==> src/rtl/mips_pkg.sv <==
// Shared MIPS datapath definitions: fetch FSM encoding and PC constants.
package mips_pkg;

  typedef enum logic [1:0] {
    BOOT = 2'd0,
    RUN  = 2'd1,
    HALT = 2'd2
  } fsm_state_e;

  localparam int unsigned WORD_BYTES       = 4;
  localparam logic [31:0] DEFAULT_RESET_PC = 32'h0000_0000;

endpackage

==> src/rtl/pc_fetch_unit_if.sv <==
// Control inputs and fetch outputs of the PC/fetch stage.
interface pc_fetch_unit_if;
  logic        stall;
  logic        branch_taken;
  logic [31:0] branch_offset;
  logic        jump;
  logic [25:0] jump_index;
  logic        jr;
  logic [31:0] jr_target;
  logic        halt;
  logic [31:0] pc;
  logic [31:0] pc_plus4;
  logic        fetch_valid;
  logic        trap;
  logic [31:0] trap_pc;
  logic [1:0]  state;

  // Control side: decode/execute drives redirects and watches the fetch address
  modport master (
    output stall, branch_taken, branch_offset, jump, jump_index, jr, jr_target, halt,
    input  pc, pc_plus4, fetch_valid, trap, trap_pc, state
  );

  // Fetch unit side
  modport slave (
    input  stall, branch_taken, branch_offset, jump, jump_index, jr, jr_target, halt,
    output pc, pc_plus4, fetch_valid, trap, trap_pc, state
  );
endinterface

==> src/rtl/pc_fetch_unit_pc_next_sel.sv <==
// Next-PC mux: picks the redirect source by priority and flags a misaligned jr.
module pc_next_sel (
  input  logic [31:0] pc_plus4,
  input  logic        branch_taken,
  input  logic [31:0] branch_offset,
  input  logic        jump,
  input  logic [25:0] jump_index,
  input  logic        jr,
  input  logic [31:0] jr_target,
  output logic [31:0] next_pc,
  output logic        misalign
);

  // jr > jump > branch > sequential; only jr can produce an unaligned target
  always_comb begin
    next_pc  = pc_plus4;
    misalign = 1'b0;
    if (jr) begin
      next_pc  = jr_target;
      misalign = (jr_target[1:0] != 2'b00);
    end else if (jump) begin
      next_pc = {pc_plus4[31:28], jump_index, 2'b00};
    end else if (branch_taken) begin
      next_pc = pc_plus4 + (branch_offset << 2);
    end
  end

endmodule

==> src/rtl/pc_fetch_unit.sv <==
// PC register and boot/run/halt sequencing for the fetch stage.
module pc_fetch_unit
  import mips_pkg::*;
#(
  parameter logic [31:0] RESET_PC = DEFAULT_RESET_PC
) (
  input  logic              clk,
  input  logic              reset,   // active low, asynchronous
  pc_fetch_unit_if.slave    bus
);

  fsm_state_e  state_q, state_d;
  logic [31:0] pc_q, pc_d;
  logic        trap_q, trap_d;
  logic [31:0] trap_pc_q, trap_pc_d;
  logic        fetch_valid_q, fetch_valid_d;
  logic [31:0] pc_plus4;
  logic [31:0] next_pc;
  logic        misalign;

  assign pc_plus4 = pc_q + WORD_BYTES;

  pc_next_sel u_sel (
    .pc_plus4      (pc_plus4),
    .branch_taken  (bus.branch_taken),
    .branch_offset (bus.branch_offset),
    .jump          (bus.jump),
    .jump_index    (bus.jump_index),
    .jr            (bus.jr),
    .jr_target     (bus.jr_target),
    .next_pc       (next_pc),
    .misalign      (misalign)
  );

  // Next state: trap beats halt, halt beats any redirect, stall freezes everything
  always_comb begin
    state_d   = state_q;
    pc_d      = pc_q;
    trap_d    = trap_q;
    trap_pc_d = trap_pc_q;
    unique case (state_q)
      BOOT: state_d = RUN;
      RUN: begin
        if (!bus.stall) begin
          if (misalign) begin
            trap_d    = 1'b1;
            trap_pc_d = bus.jr_target;
            state_d   = HALT;
          end else if (bus.halt) begin
            state_d = HALT;
          end else begin
            pc_d = next_pc;
          end
        end
      end
      HALT: ;
      default: state_d = BOOT;
    endcase
    fetch_valid_d = (state_d == RUN);
  end

  // Architectural state; reset clears everything without waiting for clk
  always_ff @(posedge clk or negedge reset) begin
    if (!reset) begin
      state_q       <= BOOT;
      pc_q          <= RESET_PC;
      trap_q        <= 1'b0;
      trap_pc_q     <= '0;
      fetch_valid_q <= 1'b0;
    end else begin
      state_q       <= state_d;
      pc_q          <= pc_d;
      trap_q        <= trap_d;
      trap_pc_q     <= trap_pc_d;
      fetch_valid_q <= fetch_valid_d;
    end
  end

  assign bus.pc          = pc_q;
  assign bus.pc_plus4    = pc_plus4;
  assign bus.fetch_valid = fetch_valid_q;
  assign bus.trap        = trap_q;
  assign bus.trap_pc     = trap_pc_q;
  assign bus.state       = state_q;

endmodule
==> src/flat_wrapper.sv <==
// flat-port wrapper written by rule: the top's interface ports become plain ports
module pc_fetch_unit_flat import mips_pkg::*;
#(
  parameter logic [31:0] RESET_PC = DEFAULT_RESET_PC
)
  (clk, reset, bus_stall, bus_branch_taken, bus_branch_offset, bus_jump, bus_jump_index, bus_jr, bus_jr_target, bus_halt, bus_pc, bus_pc_plus4, bus_fetch_valid, bus_trap, bus_trap_pc, bus_state);
  pc_fetch_unit_if bus_i ();
  input  logic clk;
  input  logic reset;
  input wire logic [$bits(bus_i.stall)-1:0] bus_stall;
  input wire logic [$bits(bus_i.branch_taken)-1:0] bus_branch_taken;
  input wire logic [$bits(bus_i.branch_offset)-1:0] bus_branch_offset;
  input wire logic [$bits(bus_i.jump)-1:0] bus_jump;
  input wire logic [$bits(bus_i.jump_index)-1:0] bus_jump_index;
  input wire logic [$bits(bus_i.jr)-1:0] bus_jr;
  input wire logic [$bits(bus_i.jr_target)-1:0] bus_jr_target;
  input wire logic [$bits(bus_i.halt)-1:0] bus_halt;
  output wire logic [$bits(bus_i.pc)-1:0] bus_pc;
  output wire logic [$bits(bus_i.pc_plus4)-1:0] bus_pc_plus4;
  output wire logic [$bits(bus_i.fetch_valid)-1:0] bus_fetch_valid;
  output wire logic [$bits(bus_i.trap)-1:0] bus_trap;
  output wire logic [$bits(bus_i.trap_pc)-1:0] bus_trap_pc;
  output wire logic [$bits(bus_i.state)-1:0] bus_state;
  assign bus_i.stall = bus_stall;
  assign bus_i.branch_taken = bus_branch_taken;
  assign bus_i.branch_offset = bus_branch_offset;
  assign bus_i.jump = bus_jump;
  assign bus_i.jump_index = bus_jump_index;
  assign bus_i.jr = bus_jr;
  assign bus_i.jr_target = bus_jr_target;
  assign bus_i.halt = bus_halt;
  assign bus_pc = bus_i.pc;
  assign bus_pc_plus4 = bus_i.pc_plus4;
  assign bus_fetch_valid = bus_i.fetch_valid;
  assign bus_trap = bus_i.trap;
  assign bus_trap_pc = bus_i.trap_pc;
  assign bus_state = bus_i.state;
  pc_fetch_unit #(.RESET_PC(RESET_PC)) u_core (.clk(clk), .reset(reset), .bus(bus_i));
endmodule
==> config.mk <==
export PLATFORM = sky130hd
export DESIGN_NAME = pc_fetch_unit_flat
export DESIGN_NICKNAME = d
export VERILOG_FILES = /design/src/rtl/mips_pkg.sv /design/src/rtl/pc_fetch_unit_if.sv /design/src/rtl/pc_fetch_unit_pc_next_sel.sv /design/src/rtl/pc_fetch_unit.sv /design/src/flat_wrapper.sv
export SDC_FILE = /design/constraint.sdc
export NUM_CORES = 1
export LEC_CHECK = 0
export CAP_MARGIN = 20
export CORE_MARGIN = 4
export CORE_UTILIZATION = 37
export CTS_CLUSTER_DIAMETER = 50
export DETAILED_ROUTE_END_ITERATION = 8
export DONT_BUFFER_PORTS = 1
export RECOVER_POWER = 100
export SLEW_MARGIN = 20
export SYNTH_ARGS = -nofsm -noshare
export SYNTH_HDL_FRONTEND = slang
export SYNTH_HIERARCHICAL = 1
export SYNTH_SLANG_ARGS = --single-unit
export TNS_END_PERCENT = 50
==> constraint.sdc <==
create_clock -name clk -period 4.7 [get_ports clk]
set_input_delay 0.94 -clock clk [delete_from_list [all_inputs] [get_ports clk]]
set_output_delay 0.94 -clock clk [all_outputs]
set_load 0.1 [all_outputs]
==> key figures, run 1 <==
Outcome
  – Status: finished with violations
  – Failing checks: capacitance limit, slew limit

Synth
  – Syn nets: 757
  – Top post-synthesis cells by area: dfrtp_1 29%, mux2_4 7.7%, mux2_2 7.3%
  – EDFF count, synth: 0
  – Synth area leader: dfrtp_1
  – Syn_area_per_cell: 9.30 um^2
  – Synth warn: 6
  – Synthesized cell area: 0.00585 mm^2
  – Netlist cell types: 65
  – Sequential share of the synthesized area: 29.1%
  – Ys flop type: dfrtp_1
  – Synth Register Bits: 68
  – Post-Syn Instances: 629
  – Async SR Flop Fraction: 100%
  – Post-synth top area share: 29.1%

Worst setup path
  – Worst Path Buf+Inv: 1
  – Crit path depth: 12
  – Reg2Reg Depth: 12
  – Crit start category: flop
  – Crit path max fanout: 5
  – Slowest stage delay, CP: roughly 1.1 ns
  – Worst EP arrival: 4.62 ns
  – Crit path max-delay cell type: clkbuf_1
  – Critical path cell sequence: clkbuf_1, xor2_4, ha_1, and3_1, and3_1, o21ai_0, a21oi_1, o211ai_1, o211ai_1, xor2_1, a221o_1, mux2_1
  – Worst EP required: slightly below 5 ns
  – CP top delay family: compound AO/OA/AOI/OAI gates
  – Nature of the critical path endpoint: flop
  – Worst Path Class, Setup: reg -> reg

Global routing
  – Initial antenna violation count: 0
  – Pin count of the biggest net entering global routing: 69
  – GRT Util Overall: between 20% and 30%
  – Vias in the first global route: 5108
  – First-pass GRT wire length: 30000 um
  – GR Overflow Total: 0

Drt
  – # DRC: 0
  – DR vias: about 5100
  – Metal2 WL: 9020 um
  – DRT Pass-1 Iters: 5
  – Antenna-violating nets left: 0
  – M1 WL: 8930 um
  – Top routing layer in use: met4
  – Routed wire per std cell: 22.3 um
  – DR iter-0 viols: 474
  – DR vias/cell: 5.78
  – Metal3 WL: 1290 um
  – Final wirelength: 19700 um

Clock network
  – Root buf cell: clkbuf_16
  – Max Buffers Root-to-Sink: 2
  – CTS tree: done
  – CTS Buf Count: 9
  – Clock transition at path regs: ~0.060 ns
  – Postcts setup bufs: 0
  – Num Clock Sinks: 68
  – Clk_lat worst skew: 0.33 ns
  – PostCTS Resize Cnt: 0
  – Max H-tree Level: 3
  – Hold bufs inserted after CTS: 0

Final layout
  – # nets final: around 800
  – N_diodes: 0
  – Commonest non-fill, non-tap cell in the layout: a21oi_1
  – Design Area, Final: between 0.006 and 0.007 mm^2
  – Proportion of layout cells with a drive suffix above 1: 21.7%
  – Layout area overhead: 17.8%
  – FF/Latch Area: 0.00172 mm^2
  – Area occupied by multi-input gates: roughly 0.0042 mm^2
  – Filler cell count: 1556
  – Most frequent cells in the layout: 62 x a21oi_1, 54 x dfrtp_1, 48 x nand2_1

Hold path
  – HP Class: in -> async

Placed design
  – Dpl hpwl: 15900 um
  – Port bufs: 0
  – Dpl cell area: 0.00687 mm^2
  – Placer Congestion: 0.919

Die
  – Die area: 0.0179 mm^2
  – Core Footprint: 0.0153 mm^2
  – Site row count: 45
  – Initial Utilization: 38.2%
  – Die Span Y: 134 um
  – Die Wd: 134 um
  – # IOs: 197

Job
  – Max-cap violations: 8

Timing
  – Minimum clock period: 4.41 ns
  – Clock skew: about 0.011 ns
  – Max Fclk: roughly 230 MHz
  – Setup TNS: 0 ns
  – Setup-failing EPs final: 0
  – Hold WS: 0.302 ns
  – Slew headroom: -20.1%
  – RSZ-0062 raised after global routing: no
  – Hold Fails Final Rpt: 0
  – Slew @ Worst Pin: around 1.8 ns
  – Slew Limit Fails: between 60 and 70
  – Final clock period utilization by the worst path: 93.8%
==> cell type report <==
cell class / instances / area share [%]
tap: 211 / 3.83
clock inverter: 4 / 0.690
timing repair buffer: 65 / 4.67
sequential: 68 / 25.0
clock buffer: 12 / 3.72
multi-input combinational: 515 / 61.5
inverter: 12 / 0.654
==> worst paths after layout <==
path / from / endpoint / slack (ns)
worst min register to register: u_core/bus.pc[30]$_DFFE_PN0P_ / u_core/bus.pc[30]$_DFFE_PN0P_ / 0.49
min in group clk: u_core/bus.pc[30]$_DFFE_PN0P_ / u_core/bus.pc[30]$_DFFE_PN0P_ / 0.49
worst max-delay path: u_core/bus.pc[9]$_DFFE_PN0P_ / u_core/bus.pc[26]$_DFFE_PN0P_ / 0.29
worst min-delay path: reset / u_core/bus.pc[27]$_DFFE_PN0P_ / 0.30
max in group asynchronous: reset / u_core/bus.pc[4]$_DFFE_PN0P_ / 4.26
worst max register to register: u_core/bus.pc[9]$_DFFE_PN0P_ / u_core/bus.pc[26]$_DFFE_PN0P_ / 0.29
==> Yosys cell counts (all sizes together) (7+ instances only) <==
master,n
a31oi,12
inv,12
nor2b,7
nand4,14
nand3,20
ha,30
o21ai,30
xor2,17
o21bai,8
nor2,47
clkbuf,19
o22ai,7
xnor2,31
buf,15
mux2,68
nor3,11
and3,13
dfrtp,68
a21o,14
a21oi,63
mux2i,13
nand2,48
==> worst register-to-register path, cell delays in order (launching register included) <==
cell and delay, ns:
dfrtp_2 0.39, clkbuf_1 1.09, xor2_4 0.15, ha_1 0.42, and3_1 0.24, and3_1 0.24, o21ai_0 0.15, a21oi_1 0.33
o211ai_1 0.24, o211ai_1 0.26, xor2_1 0.17, a221o_1 0.34, mux2_1 0.28
==> layer usage <==
layer,vias to the layer above,global-route usage [%]
met5,-,0
met4,0,7.54
met2,180,33.0
li1,2410,-
met3,23,4.15
met1,2513,30.2
==> kinds of logic (layout without fill, tap and decap cells) <==
group | count (synthesis) | in the layout | share of synthesized area, %
compound gates | 169 | 169 | 19.1
xor+xnor | 48 | 48 | 7.19
fa+ha+maj | 31 | 31 | 6.76
buf+inv | 46 | 93 | 3.66
flops | 68 | 68 | 29.1
mux | 81 | 81 | 17.2
simple gates | 186 | 186 | 16.9
==> registers in the layout, indices dropped and copies added, names as in the netlist <==
signal / flops
u_core/bus.pc: 32
u_core/bus.fetch_valid: 1
u_core/bus.trap_pc: 32
u_core/bus.trap: 1
u_core/bus.state: 2
==> through the flow <==
stage | utilization [%] | worst slack [ns] | cells
3_5_place_dp | 44.9 | 0.520 | 871
3_3_place_gp | 44.9 | 0.592 | 871
5_1_grt | 45.0 | 0.153 | 887
2_1_floorplan | - | 0.0490 | 629
4_1_cts | 46.9 | 0.510 | 887
6_report | 45.0 | 0.291 | 887
Power of run 1 is not shown: default switching activity piles up to over one toggle a cycle in this logic, so the estimate is an artifact.
==> inputs of run 2 (changes only) <==
- CORE_UTILIZATION: 37 -> 50
==> run 2 against run 1 <==
- the flow still finishes with violations (capacitance limit, slew limit)
- register-to-register slack lost 0.12 ns
- flip-flop and latch count stayed put
- worst hold slack better by 0.0036 ns
- die area decreased by 25%
- global-route usage grew 5.7 points
- via count is 1.0% lower
- first-iteration DRC count is 21% higher
- routed wire length fell by 5.5%
- final cell count down 8.0%
- core utilization increased by 14 points
- maximum frequency is 2.7% lower
- critical endpoint is now u_core/bus.pc[31]$_DFFE_PN0P_
- largest cell class unchanged
==> key figures, run 2 (synthesis gave the netlist of run 1 again) <==
Global routing
  – First-pass GRT wire length: 28000 um (-7.0%)
  – Vias in the first global route: 4953 (-3.0%)
  – GRT Util Overall: 27.2% (+5.7 points)
  – GR Overflow Total: 0 (unchanged)
  – Initial antenna violation count: 0 (unchanged)
  – Pin count of the biggest net entering global routing: 69 (unchanged)

Clock network
  – Hold bufs inserted after CTS: 0 (unchanged)
  – Clk_lat worst skew: 0.33 ns (about the same)
  – CTS Buf Count: 9 (unchanged)
  – Root buf cell: clkbuf_16
  – PostCTS Resize Cnt: 0 (unchanged)
  – Max H-tree Level: 3 (unchanged)
  – Max Buffers Root-to-Sink: 2 (unchanged)
  – Clock transition at path regs: 0.05 ns (about the same)
  – Num Clock Sinks: 68 (unchanged)
  – CTS tree: done
  – Postcts setup bufs: 0 (unchanged)

Die
  – Die Wd: 116 um (-13%)
  – Die area: 0.0135 mm^2 (-25%)
  – # IOs: 197 (unchanged)
  – Site row count: 39 (-13%)
  – Initial Utilization: 51.2% (+13 points)
  – Core Footprint: 0.0114 mm^2 (-25%)
  – Die Span Y: 116 um (-13%)

Timing
  – Hold Fails Final Rpt: 0 (unchanged)
  – RSZ-0062 raised after global routing: no
  – Hold WS: 0.306 ns (+0.00362 ns)
  – Slew @ Worst Pin: 1.81 ns (+0.00871 ns)
  – Final clock period utilization by the worst path: 96.4% (+2.6 points)
  – Clock skew: 0.00972 ns (-0.000905 ns)
  – Max Fclk: 221 MHz (-2.7%)
  – Setup-failing EPs final: 0 (unchanged)
  – Slew headroom: -20.6% (-0.58 points)
  – Setup TNS: 0 ns (unchanged)
  – Slew Limit Fails: 86 (+30%)
  – Minimum clock period: 4.53 ns (+0.124 ns)

Job
  – Max-cap violations: 8 (unchanged)

Placed design
  – Dpl hpwl: 14700 um (-7.1%)
  – Placer Congestion: 0.895 (-2.6%)
  – Port bufs: 0 (unchanged)

Drt
  – DR vias/cell: 6.22 (+7.6%)
  – Antenna-violating nets left: 0 (unchanged)
  – DR vias: 5073 (-1.0%)
  – Routed wire per std cell: 22.9 um (+2.7%)
  – # DRC: 0 (unchanged)
  – DR iter-0 viols: 572 (+21%)
  – Final wirelength: 18700 um (-5.5%)
  – DRT Pass-1 Iters: 5 (unchanged)

Worst setup path
  – Worst EP required: 4.90 ns (about the same)
  – Nature of the critical path endpoint: flop
  – Crit path max fanout: 5 (unchanged)
  – Worst EP arrival: 4.73 ns (+0.11 ns)
  – Crit start category: flop
  – Worst Path Class, Setup: reg -> reg

Final layout
  – # nets final: 797 (-0.25%)
  – Filler cell count: 1052 (-32%)
  – N_diodes: 0 (unchanged)
  – Layout area overhead: 15.8%
  – FF/Latch Area: 0.00172 mm^2 (about the same)
  – Fin util: 59.3% (+14 points)
  – Area occupied by multi-input gates: 0.00424 mm^2 (about the same)
  – Proportion of layout cells with a drive suffix above 1: 20.8% (-0.94 points)
  – Commonest non-fill, non-tap cell in the layout: a21oi_1
  – Most frequent cells in the layout: 62 x a21oi_1, 53 x dfrtp_1, 48 x nand2_1

Outcome
  – Failing checks: capacitance limit, slew limit
  – Status: finished with violations

Hold path
  – HP Class: in -> async
## run 2: cell count changes in the layout (fill, tap and decap cells not counted)
cell        change
dfrtp_2         +1
clkbuf_2        +2
dfrtp_1         -1
mux2_4          -3
a41oi_1         -1
mux2_1          +3
clkbuf_1        +4
nor3_2          +1
nor3_1          -1
a41oi_2         +1
buf_4           -7
clkinvlp_4      -1
clkinv_2        -1
## run 2: area by class of cell
class                           count  share of cell area (%)
Tap cell                          143                    2.64
Clock buffer                       13                    3.85
Clock inverter                      2                   0.518
Sequential cell                    68                    25.4
Multi-Input combinational cell    515                    62.6
Inverter                           12                   0.666
Timing Repair Buffer               63                    4.29
## run 2: final timing paths
| path | start | slack [ns] | cells after the start | endpoint |
|---|---|---|---|---|
| setup / recovery | u_core/bus.pc[25]$_DFFE_PN0P_ | 0.17 | 12 | u_core/bus.pc[31]$_DFFE_PN0P_ |
| hold / removal | reset | 0.31 | 0 | u_core/bus.pc[27]$_DFFE_PN0P_ |
| setup reg to reg | u_core/bus.pc[25]$_DFFE_PN0P_ | 0.17 | 12 | u_core/bus.pc[31]$_DFFE_PN0P_ |
| hold reg to reg | u_core/bus.pc[26]$_DFFE_PN0P_ | 0.56 | 1 | u_core/bus.pc[26]$_DFFE_PN0P_ |
| max in group asynchronous | reset | 4.25 | 0 | u_core/bus.pc[6]$_DFFE_PN0P_ |
| min in group clk | u_core/bus.pc[26]$_DFFE_PN0P_ | 0.56 | 1 | u_core/bus.pc[26]$_DFFE_PN0P_ |
## run 2: per-stage QoR
step / area [um^2] / setup WS (ns) / std cells
6_report: 6770 / 0.167 / 816
5_1_grt: 6770 / 0.0269 / 816
4_1_cts: 7070 / 0.289 / 816
3_5_place_dp: 6770 / 0.314 / 801
3_3_place_gp: 6770 / 0.353 / 801
2_1_floorplan: 6270 / 0.0490 / 629
## run 2: per-layer routing
| layer | GRT usage, % | wire, um |
|---|---|---|
| met1 | 40.6 | 8560 |
| met2 | 39.2 | 8110 |
| met3 | 7.93 | 1770 |
| met4 | 6.42 | 211 |
| met5 | 0 | 0 |
## run 2: critical path: stages (launching register included)
cell and delay (ns):
dfrtp_1 0.32, clkbuf_1 1.05, and4_1 0.46, and4_1 0.25, nand4_1 0.15, xnor2_2 0.16
clkbuf_2 0.45, ha_1 0.50, nand3_1 0.08, o21ai_0 0.43, o21bai_1 0.19, nand3_1 0.08
mux2_1 0.28
Power of run 2 is left out for the same reason.
